==> config.mk <==
export PLATFORM = sky130hd
export DESIGN_NAME = cordic_fix2float
export DESIGN_NICKNAME = d
export VERILOG_FILES = /design/src/rtl/cordic_fix2float.sv
export SDC_FILE = /design/constraint.sdc
export NUM_CORES = 1
export LEC_CHECK = 0
export ABC_AREA = 1
export CAP_MARGIN = 10
export CORE_MARGIN = 2
export CORE_UTILIZATION = 37
export DETAILED_ROUTE_END_ITERATION = 16
export PLACE_DENSITY_LB_ADDON = 0.08
export SYNTH_ARGS = -nofsm -noshare
export SYNTH_HDL_FRONTEND = slang
export SYNTH_SLANG_ARGS = --single-unit
==> constraint.sdc <==
create_clock -name clk -period 3.8 [get_ports clk]
set_input_delay 0.38 -clock clk [delete_from_list [all_inputs] [get_ports clk]]
set_output_delay 0.38 -clock clk [all_outputs]
set_load 0.1 [all_outputs]
==> src/rtl/cordic_fix2float.sv <==
// Signed fixed-point to IEEE-754 single converter: normalise, round-to-nearest-even, pack.
// Define FIX2FLOAT_ONECYCLE_NORM_EN to replace the iterative normaliser with a one-edge barrel shift.
module cordic_fix2float #(
  parameter int WIDTH     = 32,
  parameter int FRAC_BITS = 22
) (
  input  logic             clk,
  input  logic             rst,
  input  logic             start,
  input  logic [WIDTH-1:0] fixedpoint,
  output logic             busy,
  output logic             done,
  output logic [31:0]      result
);

  localparam int CW       = $clog2(WIDTH) + 1;
  localparam int EXT      = (WIDTH < 26) ? 26 : WIDTH;
  localparam int EXP_BASE = WIDTH + 126 - FRAC_BITS;

  typedef enum logic [1:0] {
    IDLE  = 2'd0,
    NORM  = 2'd1,
    ROUND = 2'd2
  } state_t;

  state_t            state_r, state_s;
  logic [WIDTH-1:0]  mag_r, mag_s;
  logic [CW-1:0]     cnt_r, cnt_s;
  logic              sign_r, sign_s;
  logic              zero_r, zero_s;
  logic              busy_r, busy_s;
  logic              done_r, done_s;
  logic [31:0]       result_r, result_s;

  // Fraction below the implicit one is left-aligned into EXT-1 bits so that
  // guard and sticky always exist, even for narrow inputs.
  function automatic logic [31:0] pack_float(
    input logic             s,
    input logic             z,
    input logic [WIDTH-2:0] frac_in,
    input logic [CW-1:0]    c
  );
    logic [EXT-2:0] frac;
    logic           rnd;
    logic [23:0]    mr;
    logic [7:0]     e;
    frac = (EXT-1)'(frac_in) << (EXT - WIDTH);
    rnd  = frac[EXT-25] & ((|frac[EXT-26:0]) | frac[EXT-24]);
    mr   = {1'b0, frac[EXT-2 -: 23]} + {23'd0, rnd};
    e    = 8'(EXP_BASE) - 8'(c) + {7'd0, mr[23]};
    return z ? 32'h0000_0000 : {s, e, mr[22:0]};
  endfunction

`ifdef FIX2FLOAT_ONECYCLE_NORM_EN
  function automatic logic [CW-1:0] lead_zeros(input logic [WIDTH-1:0] m);
    logic [CW-1:0] n;
    n = CW'(WIDTH - 1);
    for (int i = 0; i < WIDTH; i++) begin
      if (m[i]) begin
        n = CW'(WIDTH - 1 - i);
      end else begin
        n = n;
      end
    end
    return n;
  endfunction
`endif

  // State register
  always_ff @(posedge clk or posedge rst) begin
    if (rst) begin
      state_r <= IDLE;
    end else begin
      state_r <= state_s;
    end
  end

  // Next-state logic
  always_comb begin
    state_s = state_r;
    case (state_r)
      IDLE: begin
        if (start) begin
          state_s = NORM;
        end else begin
          state_s = IDLE;
        end
      end
      NORM: begin
`ifdef FIX2FLOAT_ONECYCLE_NORM_EN
        state_s = ROUND;
`else
        if ((mag_r == {WIDTH{1'b0}}) || mag_r[WIDTH-1]) begin
          state_s = ROUND;
        end else begin
          state_s = NORM;
        end
`endif
      end
      ROUND:   state_s = IDLE;
      default: state_s = IDLE;
    endcase
  end

  // Datapath and output next values
  always_comb begin
    mag_s    = mag_r;
    cnt_s    = cnt_r;
    sign_s   = sign_r;
    zero_s   = zero_r;
    busy_s   = busy_r;
    done_s   = 1'b0;
    result_s = result_r;
    case (state_r)
      IDLE: begin
        if (start) begin
          sign_s = fixedpoint[WIDTH-1];
          mag_s  = fixedpoint[WIDTH-1] ? ({WIDTH{1'b0}} - fixedpoint) : fixedpoint;
          cnt_s  = {CW{1'b0}};
          zero_s = 1'b0;
          busy_s = 1'b1;
        end else begin
          busy_s = 1'b0;
        end
      end
      NORM: begin
`ifdef FIX2FLOAT_ONECYCLE_NORM_EN
        zero_s = (mag_r == {WIDTH{1'b0}});
        cnt_s  = lead_zeros(mag_r);
        mag_s  = mag_r << lead_zeros(mag_r);
`else
        if (mag_r == {WIDTH{1'b0}}) begin
          zero_s = 1'b1;
        end else if (mag_r[WIDTH-1]) begin
          zero_s = 1'b0;
        end else begin
          mag_s = mag_r << 1;
          cnt_s = cnt_r + CW'(1);
        end
`endif
      end
      ROUND: begin
        result_s = pack_float(sign_r, zero_r, mag_r[WIDTH-2:0], cnt_r);
        done_s   = 1'b1;
        busy_s   = 1'b0;
      end
      default: begin
        busy_s = 1'b0;
      end
    endcase
  end

  // Datapath and output registers
  always_ff @(posedge clk or posedge rst) begin
    if (rst) begin
      mag_r    <= {WIDTH{1'b0}};
      cnt_r    <= {CW{1'b0}};
      sign_r   <= 1'b0;
      zero_r   <= 1'b0;
      busy_r   <= 1'b0;
      done_r   <= 1'b0;
      result_r <= 32'h0000_0000;
    end else begin
      mag_r    <= mag_s;
      cnt_r    <= cnt_s;
      sign_r   <= sign_s;
      zero_r   <= zero_s;
      busy_r   <= busy_s;
      done_r   <= done_s;
      result_r <= result_s;
    end
  end

  assign busy   = busy_r;
  assign done   = done_r;
  assign result = result_r;

endmodule

# == Word-level counts from Yosys, hierarchy flattened ==
# Cells that the tools add are included.
# word_totals
out_inout_bits,34
wordCells,51
reg_bits,76
# classes
mux,20
n_eq_ne,6
n_bitwise,2
n_reduce_logical,9
add_sub_neg,5
# ops
operator,n
32-bit two-way mux,5
32-bit one-hot mux with 2 select lines,1
32-bit logical NOT,1
"1-bit by 32-bit subtractor with 32-bit output, first input constant",1
23-bit by 1-bit adder with 24-bit output,1
6-bit two-way mux,3
6-bit one-hot mux with 2 select lines,1
8-bit by 1-bit adder with 8-bit output,1
"8-bit by 6-bit subtractor with 8-bit output, first input constant",1
7-bit OR reduction,1
"6-bit by 1-bit adder with 6-bit output, second input constant",1
1-bit two-way mux,6
"2-bit inequality test, second input constant",3
3-bit AND reduction,2
1-bit one-hot mux with 2 select lines,2
2-bit one-hot mux with 2 select lines,1
4-bit AND reduction,1
"3-bit inequality test, second input constant",1
"2-bit by 1-bit == test with 1-bit output, second input constant",1
"2-bit == test, second input constant",1
2-bit logical NOT,1
2-bit two-way mux,1
2-bit AND reduction,1
2-bit nonzero test,1
3 further kinds,3

# == Longest topological paths before layout ==
# Gate-level depths: netlist of the first run.
# logic_depth
depth_word,6
depth_mapped,16

# == Worst setup path after synthesis of the first run ==
# OpenSTA, ideal clock, no wires.
# synth_timing
kind,flip-flop to flip-flop
startpoint,register mag_r[8]
endpoint,register result_r[29] (netlist: result[29])
setup_time_ps,132
synth_period_minus_slack_ps,2153
n_path_buf,0
required_time_ps,3668
setup_slack_ps,1647
stages_incl_launch_ff,17
arrival_ps,2021
cell_sequence,dfrtp_1 nand2_1 inv_1 nand3_1 nor2_1 nand3_1 nor2_1 nand4_1 nand3b_1 ha_1 inv_1 ha_1 nand2_1 nand2_1 nand2_1 nand2_1 o211ai_1
# synth_via
elab_chain_cells,5
# synth_rtl
element,line_no,rtl
from (decl),27,"logic [WIDTH-1:0] mag_r, mag_s;"
from (signal assigned),156,mag_r <= {WIDTH{1'b0}};
from (signal assigned),164,mag_r <= mag_s;
1-bit bitwise OR,48,rnd = frac[EXT-25] & ((|frac[EXT-26:0]) | frac[EXT-24]);
1-bit bitwise AND,48,
23-bit by 1-bit adder with 24-bit output (*),49,"mr = {1'b0, frac[EXT-2 -: 23]} + {23'd0, rnd};"
8-bit by 1-bit adder with 8-bit output (*),50,"e = 8'(EXP_BASE) - 8'(c) + {7'd0, mr[23]};"
32-bit two-way mux (*),51,"return z ? 32'h0000_0000 : {s, e, mr[22:0]};"
to (signal assigned),170,result_r <= result_s;
to (decl),33,"logic [31:0] result_r, result_s;"
# Mark *: on every way between the ends. The rest lies on a longest branch, timed or not.
# A chain may end at the register's enable or synchronous reset.

# == Worst setup path after layout of the first run ==
# layout_timing
startpoint,register state_r[0]
endpoint,register mag_r[1]
# layout_via
elab_chain_cells,3
# layout_rtl
element,line_no,rtl
from (decl),26,"state_t state_r, state_s;"
from (signal assigned),74,state_r <= state_s;
2-bit by 1-bit == test with 1-bit output / 2-bit logical NOT (equally long branches),114,case (state_r)
2-bit inequality test (no line) / 2-bit nonzero test (equally long branches),-,
4-bit AND reduction (no line),-,
# Parallel ways exist; a longest one is shown, timed or not.

==> tab_implementation.tex, run 1 <==
\begin{tabular}{lr}
\hline
Metric & Value \\
\hline
\multicolumn{2}{l}{\textbf{Clocking}} \\
Number of gates resized after CTS & 0 \\
Worst skew pair latency & 0.34 ns \\
Number of hold buffers added after CTS & 0 \\
Root cell of the clock tree & sky130\_fd\_sc\_hd\_\_clkbuf\_16 \\
Number of buffers on the longest clock path & 2 \\
Deepest level of the CTS H-tree & 3 \\
Number of buffers created by CTS & 9 \\
Post-CTS setup buffer count & 0 \\
Clk pin slew, worst setup/hold paths & 0.06 ns \\
Sinks on the clock net & 76 \\
Clock tree from TritonCTS & built \\
\multicolumn{2}{l}{\textbf{Worst setup path}} \\
Reg-to-Reg End & mag\_r[1]\$\_DFFE\_PP0P\_ \\
Timing startpoint of the critical path & state\_r[0]\$\_DFF\_PP0\_ \\
Startpoint of the worst-slack reg-to-reg timing path & state\_r[0]\$\_DFF\_PP0\_ \\
Data arrival at the endpoint of the critical path & 2.96 ns \\
Critical path capture point type & register \\
Maximum fanout count along the critical path & 49 \\
Capture point of the worst path & mag\_r[1]\$\_DFFE\_PP0P\_ \\
Register-to-Register Path Depth & 7 \\
Start-to-end type of the worst setup path & reg -> reg \\
Critical Path RT & 4.03 ns \\
Startpoint type of the worst setup path & register \\
Register-to-Register Setup Slack & 1.08 ns \\
\multicolumn{2}{l}{\textbf{Timing}} \\
Number of pins with negative max-slew slack in the final report & 0 \\
Highest clock frequency the design can meet & 0.367 GHz \\
Final number of hold-violating endpoints & 0 \\
Final-report setup violation count & 0 \\
Transition time of the tightest slew-check pin & 1.14 ns \\
Worst rel slew slack & 23.6\% \\
Post-layout minimum cycle time & 2.72 ns \\
Unrepaired setup endpoints after global routing & no \\
Period utilisation layout & 71.7\% \\
Worst clock skew & 0.00860 ns \\
Sum Neg Setup Slack & 0 ns \\
\multicolumn{2}{l}{\textbf{Layout}} \\
Number of fill cells & 1416 \\
Final Core Density & 46.2\% \\
Layout-stage area growth over the synthesis result & 21.8\% \\
Total Nets Final & 875 \\
Count of inserted antenna diode cells & 0 \\
Fraction of final layout cells sized beyond drive strength 1 & 3.69\% \\
\multicolumn{2}{l}{\textbf{Route}} \\
Drt pass-1 iters & 4 \\
Routed wire length & 13800 um \\
Vias/cell & 4.95 \\
Post-detailed-route wirelength per cell & 13.5 um \\
Number of DRC markers after the initial detailed-route iteration & 298 \\
Number of remaining DRC errors & 0 \\
Number of vias after detailed routing & 5025 \\
Count of nets left with antenna violations after detail routing & 0 \\
\multicolumn{2}{l}{\textbf{Global route}} \\
Wire length of the first global-routing pass & 23100 um \\
Antenna violations before repair & 0 \\
Largest net degree at the start of global routing & 50 \\
Vias in the first global route & 4667 \\
Leftover overflow at the end of global routing & 0 \\
Overall global routing resource usage & 19.9\% \\
\multicolumn{2}{l}{\textbf{Yosys}} \\
Synth Area per Inst & 6.45 um2 \\
Yosys cell types & 31 \\
Post-Synthesis Cells & 779 \\
Number of nets produced by synthesis & 819 \\
Total of warnings raised by yosys & 0 \\
Total of flip-flops plus latches after synthesis & 76 \\
Sequential area share after synthesis & 37.9\% \\
Total standard cell area after synthesis & 5020 um2 \\
\multicolumn{2}{l}{\textbf{Floorplan}} \\
Vert. Die Dim & 120 um \\
Top-level port count & 69 \\
Starting Density & 37.9\% \\
Die Width & 120 um \\
Row count & 42 \\
Overall die area & 14500 um2 \\
Core region area & 13200 um2 \\
\multicolumn{2}{l}{\textbf{Placed design}} \\
PortBufs & 68 \\
Final weighted congestion in routability-driven placement & 0.825 \\
HPWL after DPL & 10500 um \\
\multicolumn{2}{l}{\textbf{Power and ir drop}} \\
Static leakage power & 0.00293 uW \\
Power density normalized to cell area & 913 nW/um2 \\
Highest ir drop seen on vdd & 313 uV \\
\multicolumn{2}{l}{\textbf{Status}} \\
Result of the run & complete, no violations \\
\multicolumn{2}{l}{\textbf{Job}} \\
Max-cap violations & 0 \\
\multicolumn{2}{l}{\textbf{Hold path}} \\
Min-delay worst type & in -> async \\
\hline
\end{tabular}
state kept, by name, summed over array words and instances, names as in the netlist:
name / cells
busy: 1
result: 32
done: 1
mag_r: 32
zero_r: 1
state_r: 2
cnt_r: 6
sign_r: 1
area by class of cell:
class                   instances  area, um2  area share, %
multi-input cells             595       2680           43.8
flip-flops and latches         76       1900           31.1
repair buffers                 73        718           11.7
inverters                      80        300           4.91
clock buffers                  12        246           4.03
well taps                     176        220           3.60
clock inverters                 4       48.8          0.798
logic make-up (layout without fill, tap and decap cells):
| group | Yosys count | count (layout) | synth area share [%] |
|---|---|---|---|
| AND/OR/NAND/NOR | 482 | 482 | 39.8 |
| buffers and inverters | 108 | 169 | 8.75 |
| AO/OA/AOI/OAI | 106 | 106 | 12.0 |
| flip-flops | 76 | 76 | 37.9 |
| adder cells (fa/ha/maj) | 5 | 5 | 1.25 |
| XOR/XNOR | 2 | 2 | 0.349 |
metrics by stage:
stage                     total power, uW  worst slack [ns]  hold WS, ns  cell area [um2]  std cells
after global placement               4710              1.01        0.462             5820       1000
after floorplan                      4000              1.48        0.424             5020        779
after detailed placement             4760              1.00        0.467             5820       1000
after global routing                 5980             0.731        0.449             6120       1016
after CTS                            5620              1.02        0.414             6120       1016
final                                5580              1.08        0.394             6120       1016
synth_stat cells (all sizes together):
library cell | count | area (um2)
nor2 | 109 | 424
o211ai | 2 | 15.0
dfrtp | 76 | 1900
ha | 5 | 62.6
a32o | 3 | 30.0
nand3 | 84 | 420
and3 | 1 | 6.26
o31ai | 2 | 15.0
nand4 | 6 | 37.5
inv | 80 | 300
nor4 | 1 | 6.26
a21oi | 31 | 155
o32ai | 1 | 8.76
clkbuf | 13 | 48.8
nor3 | 11 | 55.1
o22ai | 8 | 56.3
xor2 | 2 | 17.5
buf | 15 | 90.1
or2 | 4 | 25.0
nand2 | 260 | 978
o21ai | 55 | 287
a22o | 4 | 35.0
nand3b | 6 | 45.0
cells in the final DEF, fill, tap and decap left out, types with 3 or more instances in the layout:
master                            instances
sky130_fd_sc_hd__nand2_1                259
sky130_fd_sc_hd__nor2_1                 107
sky130_fd_sc_hd__nand3_1                 84
sky130_fd_sc_hd__inv_1                   77
sky130_fd_sc_hd__dfrtp_1                 76
sky130_fd_sc_hd__clkdlybuf4s50_1         68
sky130_fd_sc_hd__o21ai_0                 53
sky130_fd_sc_hd__a21oi_1                 31
sky130_fd_sc_hd__nor3_1                  11
sky130_fd_sc_hd__clkbuf_16                9
sky130_fd_sc_hd__o22ai_1                  7
sky130_fd_sc_hd__nand4_1                  6
sky130_fd_sc_hd__nand3b_1                 6
sky130_fd_sc_hd__ha_1                     5
sky130_fd_sc_hd__buf_4                    5
sky130_fd_sc_hd__a22o_1                   4
sky130_fd_sc_hd__or2_2                    4
sky130_fd_sc_hd__inv_2                    3
sky130_fd_sc_hd__a32o_1                   3
power breakdown:
part | switching, uW | internal [uW] | leakage, uW
clock | 323 | 525 | 0.000147
combinational | 2380 | 825 | 0.00183
sequential | 348 | 1180 | 0.000953
total | 3050 | 2530 | 0.00293
worst min path at each step:
stage,startpoint,to,slack [ns],cells after the start
finish,rst,result[26]$_DFFE_PP0P_,0.39,2
global route,rst,cnt_r[4]$_DFFE_PP0P_,0.45,2
CTS,rst,result[26]$_DFFE_PP0P_,0.41,2
detailed placement,result[7]$_DFFE_PP0P_,result[7]$_DFFE_PP0P_,0.47,2
global placement,result[0]$_DFFE_PP0P_,result[0]$_DFFE_PP0P_,0.46,2
floorplan,state_r[0]$_DFF_PP0_,done$_DFF_PP0_,0.42,1
worst max-delay path, stage by stage, from the launching register on:
cell                      delay [ns]
sky130_fd_sc_hd__dfrtp_1        0.37
sky130_fd_sc_hd__inv_1          0.11
sky130_fd_sc_hd__nor2_4         0.07
sky130_fd_sc_hd__inv_2          0.47
sky130_fd_sc_hd__nor2_4         0.19
sky130_fd_sc_hd__o21ai_4        0.30
sky130_fd_sc_hd__nand2_2        0.67
sky130_fd_sc_hd__o21ai_0        0.40
per-layer routing:
layer	track usage, %	wire length, um
met1	28.4	6830
met2	31.1	6060
met3	3.40	684
met4	5.60	187
met5	0	0
No activity file was read; power rests on OpenSTA's default activity.
==> run 2: changes to the inputs <==
==> constraint.sdc (replaced) <==
create_clock -name clk -period 2.55 [get_ports clk]
set_input_delay 0.255 -clock clk [delete_from_list [all_inputs] [get_ports clk]]
set_output_delay 0.255 -clock clk [all_outputs]
set_load 0.1 [all_outputs]
==> tab_implementation.tex, run 2 (synthesis gave the netlist of run 1 again) <==
\begin{tabular}{lr}
\hline
Metric & Value \\
\hline
\multicolumn{2}{l}{\textbf{Timing}} \\
Period utilisation layout & 91.6\% \\
Final-report setup violation count & 0 \\
Highest clock frequency the design can meet & 0.428 GHz \\
Transition time of the tightest slew-check pin & 0.996 ns \\
Final number of hold-violating endpoints & 0 \\
Post-layout minimum cycle time & 2.34 ns \\
Number of pins with negative max-slew slack in the final report & 0 \\
Worst clock skew & 0.00543 ns \\
Worst rel slew slack & 33.5\% \\
Min Hold Slack & 0.324 ns \\
\multicolumn{2}{l}{\textbf{Layout}} \\
Count of inserted antenna diode cells & 0 \\
Total Nets Final & 889 \\
Count of non-filler cells in the finished layout & 1030 \\
Commonest non-fill, non-tap cell in the layout & sky130\_fd\_sc\_hd\_\_nand2\_1 \\
Highest-count cells in the layout ignoring fill and taps & sky130\_fd\_sc\_hd\_\_nand2\_1 (259), sky130\_fd\_sc\_hd\_\_nor2\_1 (105), sky130\_fd\_sc\_hd\_\_nand3\_1 (82), sky130\_fd\_sc\_hd\_\_inv\_1 (76), sky130\_fd\_sc\_hd\_\_dfrtp\_1 (75) \\
Number of fill cells & 1434 \\
Fin area & 6190 um2 \\
Fraction of final layout cells sized beyond drive strength 1 & 9.84\% \\
Final Core Density & 46.7\% \\
Layout-stage area growth over the synthesis result & 23.3\% \\
\multicolumn{2}{l}{\textbf{Global route}} \\
Antenna violations before repair & 0 \\
Largest net degree at the start of global routing & 77 \\
Wire length of the first global-routing pass & 24200 um \\
Vias in the first global route & 4935 \\
Overall global routing resource usage & 20.6\% \\
Leftover overflow at the end of global routing & 0 \\
\multicolumn{2}{l}{\textbf{Floorplan}} \\
Top-level port count & 69 \\
Core region area & 13200 um2 \\
Starting Density & 37.9\% \\
Row count & 42 \\
Vert. Die Dim & 120 um \\
Die Width & 120 um \\
Overall die area & 14500 um2 \\
\multicolumn{2}{l}{\textbf{Power and ir drop}} \\
Static leakage power & 0.00304 uW \\
Fraction of power consumed by combinational cells & 59.0\% \\
Power spent charging and discharging nets & 4640 uW \\
Highest ir drop seen on vdd & 368 uV \\
Overall power after layout & 8430 uW \\
Sequential Power Share & 26.8\% \\
Clock power share & 14.2\% \\
Power density normalized to cell area & 1360 nW/um2 \\
Internal power summed over all cells & 3780 uW \\
Switching Fraction & 55.1\% \\
\multicolumn{2}{l}{\textbf{Clocking}} \\
Clock tree from TritonCTS & built \\
Number of buffers created by CTS & 9 \\
Clk pin slew, worst setup/hold paths & 0.06 ns \\
Root cell of the clock tree & sky130\_fd\_sc\_hd\_\_clkbuf\_16 \\
Number of buffers on the longest clock path & 2 \\
Deepest level of the CTS H-tree & 3 \\
Number of hold buffers added after CTS & 0 \\
Worst skew pair latency & 0.33 ns \\
Sinks on the clock net & 76 \\
\multicolumn{2}{l}{\textbf{Placed design}} \\
HPWL after DPL & 10700 um \\
Placed instance count & 1011 \\
Placed cell area & 5860 um2 \\
Final weighted congestion in routability-driven placement & 0.826 \\
PortBufs & 68 \\
\multicolumn{2}{l}{\textbf{Route}} \\
Vias/cell & 5.07 \\
Post-detailed-route wirelength per cell & 13.7 um \\
Routed wire length & 14100 um \\
Drt pass-1 iters & 5 \\
Number of vias after detailed routing & 5218 \\
Number of DRC markers after the initial detailed-route iteration & 362 \\
Number of remaining DRC errors & 0 \\
Count of nets left with antenna violations after detail routing & 0 \\
\multicolumn{2}{l}{\textbf{Worst setup path}} \\
Startpoint type of the worst setup path & register \\
Library cell appearing most often on the critical path & sky130\_fd\_sc\_hd\_\_nand2\_1 \\
Largest incremental delay on the critical path & 0.38 ns \\
Start-to-end type of the worst setup path & reg -> reg \\
Data arrival at the endpoint of the critical path & 2.54 ns \\
Critical path capture point type & register \\
Critical path's slowest cell & sky130\_fd\_sc\_hd\_\_dfrtp\_1 \\
Critical path cell sequence & nand2\_1 -> inv\_2 -> nand3\_4 -> nor2\_4 -> nand3\_2 -> nor2\_2 -> nand4\_1 -> nand3b\_1 -> ha\_1 -> inv\_1 -> ha\_1 -> nand2\_1 -> nand2\_1 -> nand2\_1 -> nand2\_1 -> o211ai\_1 \\
Critical Path RT & 2.76 ns \\
Maximum fanout count along the critical path & 4 \\
\multicolumn{2}{l}{\textbf{Status}} \\
Result of the run & complete, no violations \\
\multicolumn{2}{l}{\textbf{Hold path}} \\
Min-delay worst type & in -> async \\
\multicolumn{2}{l}{\textbf{Job}} \\
Max-cap violations & 0 \\
\hline
\end{tabular}
run 2: path summary, 6_finish.rpt:
kind / startpoint / end / slack, ns / cells after the start
min in group clk: busy$_DFFE_PP0N_ / busy$_DFFE_PP0N_ / 0.48 / 2
max: mag_r[8]$_DFFE_PP0P_ / result[29]$_DFFE_PP0P_ / 0.21 / 16
max reg2reg: mag_r[8]$_DFFE_PP0P_ / result[29]$_DFFE_PP0P_ / 0.21 / 16
min reg2reg: busy$_DFFE_PP0N_ / busy$_DFFE_PP0N_ / 0.48 / 2
min: rst / result[26]$_DFFE_PP0P_ / 0.32 / 3
max in group asynchronous: rst / mag_r[13]$_DFFE_PP0P_ / 1.89 / 3
run 2: metal layers:
metal / track usage, % / up-vias / share of wire, %
li1: - / 2658 / -
met1: 29.7 / 2388 / 49
met2: 31.4 / 147 / 44
met3: 2.92 / 25 / 4.8
met4: 7.85 / 0 / 2.1
met5: 0 / - / 0
run 2: critical path, delay by kind of cell, from the launching register on:
family,cells,cell delay [ns]
simple gates,11,1.24
flops,1,0.38
fa+ha+maj,2,0.36
buf+inv,2,0.16
compound gates,1,0.08
run 2: final cells by class:
type	instances	area [um2]	area share, %
multi-input combinational	595	2710	43.7
sequential	76	1900	30.7
timing repair buffer	87	776	12.5
inverter	80	300	4.85
clock buffer	15	278	4.49
tap	176	220	3.56
clock inverter	1	5.00	0.0809
run 2: per-stage QoR:
step / setup slack (ns) / setup TNS (ns)
2_1_floorplan: 0.357 / 0
3_3_place_gp: 0.284 / 0
3_5_place_dp: 0.129 / 0
4_1_cts: 0.111 / 0
5_1_grt: -0.00705 / -0.00705
6_report: 0.214 / 0
run 2: power groups by stage:
stage | clock (uW) | combinational (uW) | sequential [uW]
final | 1200 | 4970 | 2250
after global placement | 0 | 4900 | 2230
after global routing | 1290 | 5420 | 2330
after CTS | 1230 | 4940 | 2240
after floorplan | 0 | 2010 | 3940
after detailed placement | 0 | 4930 | 2250
run 2: what timing repair did:
item                       CTS  global route
setup buffers                0             3
hold endpoints to repair     0             0
setup endpoints to repair    0             7
resized for setup            0             8
